<file path="src/rtl/adler32_stream.sv">
// Streaming Adler-32 engine. It consumes up to LANES bytes per beat for a message of known length
// and reports {B, A} with a one-cycle valid pulse when the message is complete.
module adler32_stream #(
    parameter int LANES  = 4,
    parameter int SIZE_W = 32
) (
    input  logic               clk,
    input  logic               rst_n,
    input  logic               size_valid,
    input  logic [SIZE_W-1:0]  size,
    input  logic               seed_en,
    input  logic [31:0]        seed,
    input  logic               data_valid,
    input  logic [8*LANES-1:0] data,
    output logic               busy,
    output logic               checksum_valid,
    output logic [31:0]        checksum
);

    localparam logic [16:0]       MOD     = 17'd65521;
    localparam logic [SIZE_W-1:0] LANES_W = SIZE_W'(LANES);

    typedef enum logic [1:0] {IDLE, RUN, DONE} state_t;

    state_t            r_state;
    state_t            w_next;
    logic [15:0]       r_a;
    logic [15:0]       r_b;
    logic [SIZE_W-1:0] r_rem;
    logic              r_valid;

    logic              w_load;
    logic              w_beat;
    logic              w_fire;
    logic [16:0]       w_a_sum;
    logic [16:0]       w_b_sum;
    logic [SIZE_W-1:0] w_take;

    // NOTE: state registers use non-blocking assignments so every flop samples pre-edge values.
    always_ff @(posedge clk or negedge rst_n) begin
        if (!rst_n) begin
            r_state <= IDLE;
        end else begin
            r_state <= w_next;
        end
    end

    // NOTE: every signal gets a default before the case so no path can infer a latch.
    always_comb begin
        w_next = r_state;
        w_load = 1'b0;
        w_beat = 1'b0;
        w_fire = 1'b0;
        case (r_state)
            IDLE, DONE: begin
                if (size_valid) begin
                    w_load = 1'b1;
                    if (size == '0) begin
                        w_next = DONE;
                        w_fire = 1'b1;
                    end else begin
                        w_next = RUN;
                    end
                end
            end
            RUN: begin
                if (data_valid) begin
                    w_beat = 1'b1;
                    if (r_rem <= LANES_W) begin
                        w_next = DONE;
                        w_fire = 1'b1;
                    end
                end
            end
            default: w_next = IDLE;
        endcase
    end

    // Seed halves may arrive unreduced, so they are folded once before the byte chain.
    // Each byte step keeps both sums below 2*MOD, which makes one conditional subtract enough.
    always_comb begin
        w_a_sum = {1'b0, r_a};
        w_b_sum = {1'b0, r_b};
        if (w_a_sum >= MOD) w_a_sum = w_a_sum - MOD;
        if (w_b_sum >= MOD) w_b_sum = w_b_sum - MOD;
        for (int k = 0; k < LANES; k++) begin
            if (r_rem > SIZE_W'(k)) begin
                w_a_sum = w_a_sum + {9'd0, data[8*k +: 8]};
                if (w_a_sum >= MOD) w_a_sum = w_a_sum - MOD;
                w_b_sum = w_b_sum + w_a_sum;
                if (w_b_sum >= MOD) w_b_sum = w_b_sum - MOD;
            end
        end
    end

    assign w_take = (r_rem < LANES_W) ? r_rem : LANES_W;

    always_ff @(posedge clk or negedge rst_n) begin
        if (!rst_n) begin
            r_a     <= 16'h0001;
            r_b     <= 16'h0000;
            r_rem   <= '0;
            r_valid <= 1'b0;
        end else begin
            r_valid <= w_fire;
            if (w_load) begin
                r_a   <= seed_en ? seed[15:0]  : 16'h0001;
                r_b   <= seed_en ? seed[31:16] : 16'h0000;
                r_rem <= size;
            end else if (w_beat) begin
                r_a   <= w_a_sum[15:0];
                r_b   <= w_b_sum[15:0];
                r_rem <= r_rem - w_take;
            end
        end
    end

    assign busy           = (r_state == RUN);
    assign checksum_valid = r_valid;
    assign checksum       = {r_b, r_a};

endmodule
</file>
<file path="config.mk">
export PLATFORM = sky130hd
export DESIGN_NAME = adler32_stream
export DESIGN_NICKNAME = d
export VERILOG_FILES = /design/src/rtl/adler32_stream.sv
export SDC_FILE = /design/constraint.sdc
export NUM_CORES = 1
export LEC_CHECK = 0
export ABC_AREA = 1
export CORE_ASPECT_RATIO = 1.5
export CORE_UTILIZATION = 59
export CTS_BUF_LIST = sky130_fd_sc_hd__clkbuf_4 sky130_fd_sc_hd__clkbuf_8
export DETAILED_ROUTE_END_ITERATION = 7
export DONT_BUFFER_PORTS = 1
export PLACE_DENSITY = 0.8
export SETUP_SLACK_MARGIN = 0.1
export SLEW_MARGIN = 15
export SYNTH_ARGS = -nofsm -noshare
export SYNTH_HDL_FRONTEND = slang
export SYNTH_SLANG_ARGS = --single-unit
</file>
<file path="constraint.sdc">
create_clock -name clk -period 39.7 [get_ports clk]
set_input_delay 7.94 -clock clk [delete_from_list [all_inputs] [get_ports clk]]
set_output_delay 7.94 -clock clk [all_outputs]
set_load 0.01 [all_outputs]
</file>
==> results of run 1 <==
==> placed cells by master (no fill, tap or decap), types with 19 or more instances in the layout <==
master / n
sky130_fd_sc_hd__nand2_1: 594
sky130_fd_sc_hd__ha_1: 118
sky130_fd_sc_hd__o211ai_1: 27
sky130_fd_sc_hd__nand4_1: 67
sky130_fd_sc_hd__xnor2_1: 40
sky130_fd_sc_hd__dfrtp_1: 66
sky130_fd_sc_hd__nor2_1: 260
sky130_fd_sc_hd__o21ai_0: 136
sky130_fd_sc_hd__inv_2: 19
sky130_fd_sc_hd__a21oi_1: 134
sky130_fd_sc_hd__inv_1: 374
sky130_fd_sc_hd__o21bai_1: 28
sky130_fd_sc_hd__nand2_2: 29
sky130_fd_sc_hd__nor3_1: 36
sky130_fd_sc_hd__xor2_1: 145
sky130_fd_sc_hd__nand3_1: 203
==> cells in the mapped netlist, drive strengths merged, types with 4 or more instances <==
| master | instances | share of area |
|---|---|---|
| o21bai | 28 | 0.014 |
| o21a | 5 | 0.0025 |
| nand4 | 68 | 0.030 |
| xor2 | 145 | 0.086 |
| o211ai | 27 | 0.014 |
| clkbuf | 46 | 0.012 |
| dfrtp | 66 | 0.11 |
| nor4 | 18 | 0.0076 |
| o21ai | 143 | 0.049 |
| buf | 17 | 0.0068 |
| xnor2 | 40 | 0.024 |
| o221ai | 6 | 0.0035 |
| fa | 8 | 0.011 |
| and2 | 6 | 0.0025 |
| inv | 393 | 0.10 |
| or2 | 14 | 0.0059 |
| ha | 118 | 0.10 |
| nand3 | 221 | 0.083 |
| a21o | 4 | 0.0020 |
| nor2 | 284 | 0.079 |
| a21oi | 135 | 0.046 |
| nor3 | 38 | 0.013 |
| a31oi | 16 | 0.0068 |
| nand2 | 634 | 0.17 |
==> state kept, by name, indices dropped and copies added (netlist names) <==
register / cells
r_b: 16
r_rem: 32
r_a: 16
r_state: 2
checksum_valid: 1
==> cell families (layout without fill, tap and decap cells) <==
logic type,Yosys count,after routing,share of synthesized area
and+or+nand+nor,1293,1293,0.398
AOI/OAI and AO/OA,384,384,0.148
buffers and inverters,460,424,0.120
xor gates and xnor gates,185,185,0.109
other,1,3,0.000253
adders and majority gates,126,126,0.111
DFF,67,67,0.113
==> path summary, 6_finish.rpt <==
check / startpoint / endpoint / slack [ps] / cells after the start
setup / recovery: data[0] / r_b[1]$_DFFE_PN0P_ / 13770 / 121
hold reg to reg: r_state[1]$_DFFE_PN0P_ / checksum_valid$_DFF_PN0_ / 550 / 1
setup reg to reg: r_a[0]$_DFFE_PN1P_ / r_b[1]$_DFFE_PN0P_ / 19280 / 125
hold / removal: r_state[1]$_DFFE_PN0P_ / checksum_valid$_DFF_PN0_ / 550 / 1
min in group asynchronous: rst_n / r_rem[26]$_DFFE_PN0P_ / 7260 / 0
max in group asynchronous: rst_n / r_a[0]$_DFFE_PN1P_ / 32250 / 0
==> worst max-delay path, delay by kind of cell <==
kind | cells | cell delay, ps
fa+ha+maj | 6 | 1730
buf+inv | 13 | 1120
xor+xnor | 6 | 1280
compound gates | 42 | 6900
simple gates | 54 | 7200
==> routing by layer <==
| metal | global-route usage | share of wire | vias to the layer above |
|---|---|---|---|
| li1 | - | - | 8108 |
| met1 | 0.430 | 0.37 | 7521 |
| met2 | 0.678 | 0.47 | 675 |
| met3 | 0.0530 | 0.065 | 193 |
| met4 | 0.324 | 0.091 | 0 |
| met5 | 0 | 0 | - |
==> metrics by stage <==
stage / cells / util / hold slack, ps / setup slack [ps]
floorplan: 2516 / - / 472 / 16620
global placement: 2788 / 0.613 / 529 / 14340
detailed placement: 2788 / 0.613 / 536 / 13750
CTS: 2804 / 0.621 / 545 / 14040
global route: 2806 / 0.622 / 573 / 11630
finish: 2806 / 0.622 / 551 / 13770
==> cell type report <==
cell class	count	area (um^2)	area share
Clock inverter	7	81.3	0.00533
Timing Repair Buffer	12	90.1	0.00591
Tap cell	324	405	0.0266
Inverter	396	1490	0.0975
Sequential cell	67	1680	0.110
Multi-Input combinational cell	1989	11400	0.746
Clock buffer	9	124	0.00813
Antenna cell	2	5.00	0.000328
==> results.md, run 1 <==
Worst setup path:
- The cell type of the slowest stage on the worst timing path is sky130_fd_sc_hd__o21ai_0.
- The worst setup path is of the in2reg kind.
- The endpoint arrival time on the critical path is roughly 26000 ps.
- The required time at the endpoint of the critical path is about 40000 ps.
- The most numerous cell type found on the critical path is sky130_fd_sc_hd__a21oi_1.
- Of all nets on the critical path, the largest fanout is 17.
- The sort of element at the start of the critical path is an input pin.
- The biggest cell delay along the critical path is about 600 ps.
- The endpoint type of the worst setup path is a flip-flop.

GRT:
- The via count of the first global-routing pass is about 15000.
- For this run, the total global-route usage over all layers was measured as 0.393.
- Entering global routing, the biggest net connects 77 pins.
- For this run the aggregate overflow at the end of global routing stands at 0.
- The number of antenna violations at the first check in global routing was 2.
- The global-route wire length before repair is a little under 80000 um.

Status:
- The flow ran to the end, and the final reports show no timing, DRC or antenna violations.

STA:
- Dividing the final minimum period by the clock period gives 0.653.
- The final critical path time including I/O delays and setup is between 20000 and 30000 ps.
- The max-slew headroom at the worst pin is 0.332.
- Across the routed clock network, the largest skew measured is around 11 ps.
- The number of hold-slack violations in the final timing report is 0.
- The number of slew-limit violations in the final report was 0.
- The transition time at the pin with the least slew margin is approximately 1000 ps.
- Static timing analysis puts the maximum clock frequency at 38.6 MHz.
- For the final routed database, the setup TNS stands at 0 ps.
- The setup violation total in the final timing report is 0.
- Setup repair after global routing left no endpoint under its margin.

Clocking:
- TritonCTS built the clock tree.
- The CTS H-tree depth is 3.
- Post-CTS repair changed the size of 0 cells.
- In this run the clock root is driven by a sky130_fd_sc_hd__clkbuf_8.
- The total of hold buffers inserted after clock tree synthesis is 0.
- The number of clock buffers added by TritonCTS is 9.
- The register clock-pin slew on the reported worst setup and hold paths is 80 ps.
- For the worst-skew pair, the clock arrives at the later sink with an insertion delay of about 360 ps.
- The tree built by TritonCTS fans out to 67 sinks.
- Once the clock tree was built, the setup fixing pass inserted 0 buffers.
- The maximum number of buffers from clock root to sink is 2.

Drt:
- The via density per instance is 5.88.
- The total iterations of the first detailed-routing run is 6.
- After detailed routing, the average wire length per cell comes to 18.3 um.
- The vias after detailed routing is 16500.
- The number of nets still failing antenna checks after routing is 0.
- The number of DRC violations after detailed-routing iteration 0 is 1246.
- Wires add up to between 50000 and 60000 um.
- After detailed routing, the number of remaining DRC violations is 0.

Floorplan:
- The starting density of the core is 0.604.
- The floorplan has 70 rows.
- The die outline area is 25700 um^2.
- The die is 131 um wide.
- The number of top-level pins is around 140.
- From bottom edge to top edge, the die measures about 200 um.
- The area inside the core boundary is about 25000 um^2.

Logic synthesis:
- The share of the Yosys chip area taken by registers is 0.113.
- The synthesized instance count is approximately 2500.
- For this run, asynchronously set or reset flops after synthesis account for 1.00.
- The count of cell types in the netlist is 64.
- The post-synthesis area per instance is 5.88 um^2.
- The count of state elements after synthesis is 67.
- In this run the cell area of the synthesized design comes to about 15000 um^2.
- The net count after synthesis is 2743.
- The most used flip-flop cell after synthesis is sky130_fd_sc_hd__dfrtp_1.
- In this run, synthesis inferred 0 flip-flops with an integrated enable.
- The Yosys warning count is 0.

Final layout:
- After routing the design area is 15200 um^2.
- The area growth from synthesis to layout is 2.97%.
- In the final design database the tool counted between 2000 and 3000 nets.
- The layout has 2479 filler cells.
- In the final layout, the share of cells above drive strength 1 is 0.0613.

Placement:
- After detailed placement, the total cell area comes to 15000 um^2.
- Summed over all nets, the half-perimeter wirelength after detailed placement is ~43000 um.
- The final estimated routing congestion in global placement is about 1.1.
- The count of buffers from port buffering is 0.

Run:
- Across the run, the number of max-cap violations was 0.

Worst hold path:
- The min-delay analysis places its worst path in the category reg2reg.
Power of run 1 is not shown: default switching activity piles up to over one toggle a cycle in this logic, so the estimate is an artifact.
==> run 2: changes to the inputs <==
Settings changed: PLACE_DENSITY 0.8 to 0.83.
Clock period 39.7 ns to 22.3 ns, I/O delays scaled along.
==> run 2 against run 1 <==
Against the previous run:
- the flow now finishes with violations (DRC)
- final cell count rose by 1.3%
- critical path depth fell by 11
- sequential share of layout area fell by 0.32 points
- register-to-register slack got worse by 16000 ps
- core utilization rose by 1.9 points
- global-route usage fell by 1.1 points
- first-iteration DRC count rose by 1.3%
- wire length rose by 0.19%
- die area did not move
- final area rose by 3.0%
- clock skew rose by 5.4 ps
- via count rose by 2.6%
- critical endpoint is now r_b[15]$_DFFE_PN0P_
==> results.md, run 2 (synthesized netlist as in run 1, its figures left out) <==
Worst setup path:
- The most frequent cell on the critical path is sky130_fd_sc_hd__a21oi_1.
- The highest net fanout along the worst path is 9 (-8).
- The worst-case register-to-register setup slack is 3530 ps (-15750 ps).
- The worst setup path is launched from an input pin.
- The biggest cell delay along the critical path is 470 ps (-130 ps).
- The required time at the endpoint of the critical path came to 22550 ps (-17430 ps).
- The type of the worst setup path is in2reg.
- On the critical path, the stage with the largest delay is an instance of sky130_fd_sc_hd__o32ai_1.
- The endpoint type of the worst setup path is a flip-flop.
- The endpoint arrival time on the critical path came to 21200 ps (-5010 ps).
- The startpoint of the lowest-slack register-to-register path is r_a[0]$_DFFE_PN1P_.
- The destination of the worst register-to-register timing path is r_b[15]$_DFFE_PN0P_.
- The depth of the worst register-to-register path is 114 (-8.8%).

Worst hold path:
- The instance count along the most critical hold path is 1 (unchanged).
- The startpoint identified for the worst hold timing path is r_state[1]$_DFFE_PN0P_.
- The worst hold path terminates at checksum_valid$_DFF_PN0_.
- The min-delay analysis places its worst path in the category reg2reg.

Final layout:
- The area of the multi-input gates is 11600 um^2 (+1.7%).
- In the final layout, the registers with the most flip-flops are r_rem x32, r_a x16, r_b x16.
- r_rem holds more flip-flops than any other register.
- The leading cell type in the layout, fill and taps excluded is sky130_fd_sc_hd__nand2_1.
- The top cell types in the final layout, fill and taps aside, are sky130_fd_sc_hd__nand2_1 (592), sky130_fd_sc_hd__inv_1 (372), sky130_fd_sc_hd__nor2_1 (255), sky130_fd_sc_hd__nand3_1 (202), sky130_fd_sc_hd__xor2_1 (141).
- The share of layout cells above drive strength 1 was 0.0870 (+0.0257).
- The flip-flop count of the largest register after layout is 32 (unchanged).
- The area taken by flip-flops and latches is 1680 um^2 (unchanged).
- The relative area change from synthesis to final layout is 6.09%.
- The post-layout instance count excluding filler cells is 2842 (+1.3%).
- The count of nets after finishing is 2740 (+1.4%).
- The count of antenna diodes in the layout is 0 (-2).
- The number of fillers in the final layout is 2389 (-3.6%).

Drt:
- The post-route DRC violation count is 1 (+1).
- The via density per instance came to 5.96 (+1.3%).
- The number of DRC violations after detailed-routing iteration 0 is 1262 (+1.3%).
- The average wire length per cell after detail routing is 18.1 um (-1.1%).
- The vias after detailed routing came to 16900 (+2.6%).
- The total iterations of the first detailed-routing run came to 8 (+2).
- The number of nets still failing antenna checks after routing is 0 (unchanged).
- The final wirelength was 51500 um (+0.19%).

Floorplan:
- The die extent in y is 196 um (unchanged).
- The die outline area came to 25700 um^2 (unchanged).
- The horizontal die dimension is 131 um (unchanged).
- The starting density of the core was 0.604 (unchanged).
- The number of rows created at floorplan came to 70 (unchanged).
- The number of top-level pins is 135 (unchanged).
- The area inside the core boundary is 24500 um^2 (unchanged).

STA:
- The setup violation total in the final timing report is 0 (unchanged).
- The number of slew-limit violations in the final report is 0 (unchanged).
- The transition time at the pin with the least slew margin came to 1080 ps (+82.1 ps).
- Based on the critical path, the design can be clocked at up to approximately 48 MHz.
- The final clock period utilization by the worst path is 0.940.
- The number of hold-slack violations in the final timing report came to 0 (unchanged).
- The max-slew headroom at the worst pin is 0.279 (-0.0539).
- After layout, the minimum clock period comes to between 20000 and 25000 ps.
- The setup skew after layout is 16.0 ps (+5.43 ps).

GRT:
- The number of antenna violations at the first check in global routing is 0 (-2).
- The via count of the first global-routing pass came to 15700 (+1.5%).
- The global-route usage over all layers came to 0.382 (-0.0110).
- The final global-route overflow total was 0 (unchanged).
- The global-route wire length before repair is 78300 um (-1.6%).
- The pin count of the biggest net entering global routing is 77 (unchanged).

Clocking:
- The clock latency of the later-clocked register in the worst-skew pair is 370 ps (about the same).
- The register clock-pin slew on the reported worst setup and hold paths came to 80 ps (about the same).
- The CTS H-tree depth is 3 (unchanged).
- The number of buffers inserted during clock tree synthesis is 9 (unchanged).
- The root buffer selected by CTS is sky130_fd_sc_hd__clkbuf_8.
- The count of clock tree sinks was 67 (unchanged).
- TritonCTS built the clock tree.
- The maximum number of buffers from clock root to sink came to 2 (unchanged).

Placement:
- The number of cells in the design after placement came to 2787 (-0.036%).
- The post-detailed-placement half-perimeter wirelength is 41200 um (-4.0%).
- The count of buffers from port buffering was 0 (unchanged).
- The final estimated routing congestion in global placement is 1.03 (-3.1%).

Status:
- The run finished, with violations left.
- The final reports fail on DRC.

Run:
- The number of max-cap violations is 0 (unchanged).
-- run 2: cell count changes in the layout (fill, tap and decap cells not counted), moves of 3 or more --
cell                      delta
sky130_fd_sc_hd__nand2_2     +4
sky130_fd_sc_hd__xor2_1      -4
sky130_fd_sc_hd__o21ai_2     +5
sky130_fd_sc_hd__nor2_2      +5
sky130_fd_sc_hd__buf_4      +32
sky130_fd_sc_hd__o21ai_1    +15
sky130_fd_sc_hd__inv_6       -3
sky130_fd_sc_hd__nor2_1      -5
sky130_fd_sc_hd__xor2_2      +4
sky130_fd_sc_hd__a21oi_2     +5
sky130_fd_sc_hd__a21oi_1     -5
sky130_fd_sc_hd__o21ai_0    -20
-- run 2: worst max-delay path by stage --
stage	end	from	cells after the start
after floorplan	r_b[6]$_DFFE_PN0P_	data[0]	119
after global placement	r_b[13]$_DFFE_PN0P_	data[0]	120
after detailed placement	r_b[3]$_DFFE_PN0P_	data[0]	120
after CTS	r_b[0]$_DFFE_PN0P_	data[0]	120
after global routing	r_b[15]$_DFFE_PN0P_	data[0]	107
final	r_b[15]$_DFFE_PN0P_	data[0]	110
-- run 2: cell type report --
cell class / count / area share
clock buffer: 9 / 0.00789
clock inverter: 7 / 0.00486
inverter: 396 / 0.0946
multi-input combinational: 1993 / 0.736
sequential: 67 / 0.107
tap: 324 / 0.0258
timing repair buffer: 46 / 0.0236
-- run 2: stage by stage --
step	cell area, um^2	hold slack, ps	setup TNS, ps	setup slack, ps	utilization
6_report	15700	537	0	1350	0.640
5_1_grt	15700	562	-336	-59.6	0.640
4_1_cts	15200	527	0	366	0.621
3_5_place_dp	15000	516	0	83.4	0.613
3_3_place_gp	15000	501	0	633	0.613
2_1_floorplan	14800	472	0	2700	-
-- run 2: timing repair --
action                                  4_1_cts  5_1_grt
endpoints found under the hold margin         0        0
endpoints found under the setup margin        0       16
hold buffers                                  0        0
gates resized for setup                       0       53
setup buffers                                 0       35
-- run 2: per-layer routing --
layer / vias to the layer above / wire length [um] / GRT usage
met5: - / 0 / 0
met4: 0 / 4990 / 0.333
met3: 232 / 3750 / 0.0592
met2: 762 / 24100 / 0.653
met1: 7750 / 18700 / 0.411
li1: 8183 / - / -
-- run 2: worst max-delay path, delay by kind of cell --
| family | cells | cell delay, ps |
|---|---|---|
| AO/OA/AOI/OAI | 41 | 6010 |
| AND/OR/NAND/NOR | 38 | 4960 |
| adder cells (fa/ha/maj) | 8 | 2530 |
| XOR/XNOR | 8 | 1650 |
| buffers and inverters | 15 | 1560 |
Power of run 2 is left out for the same reason.
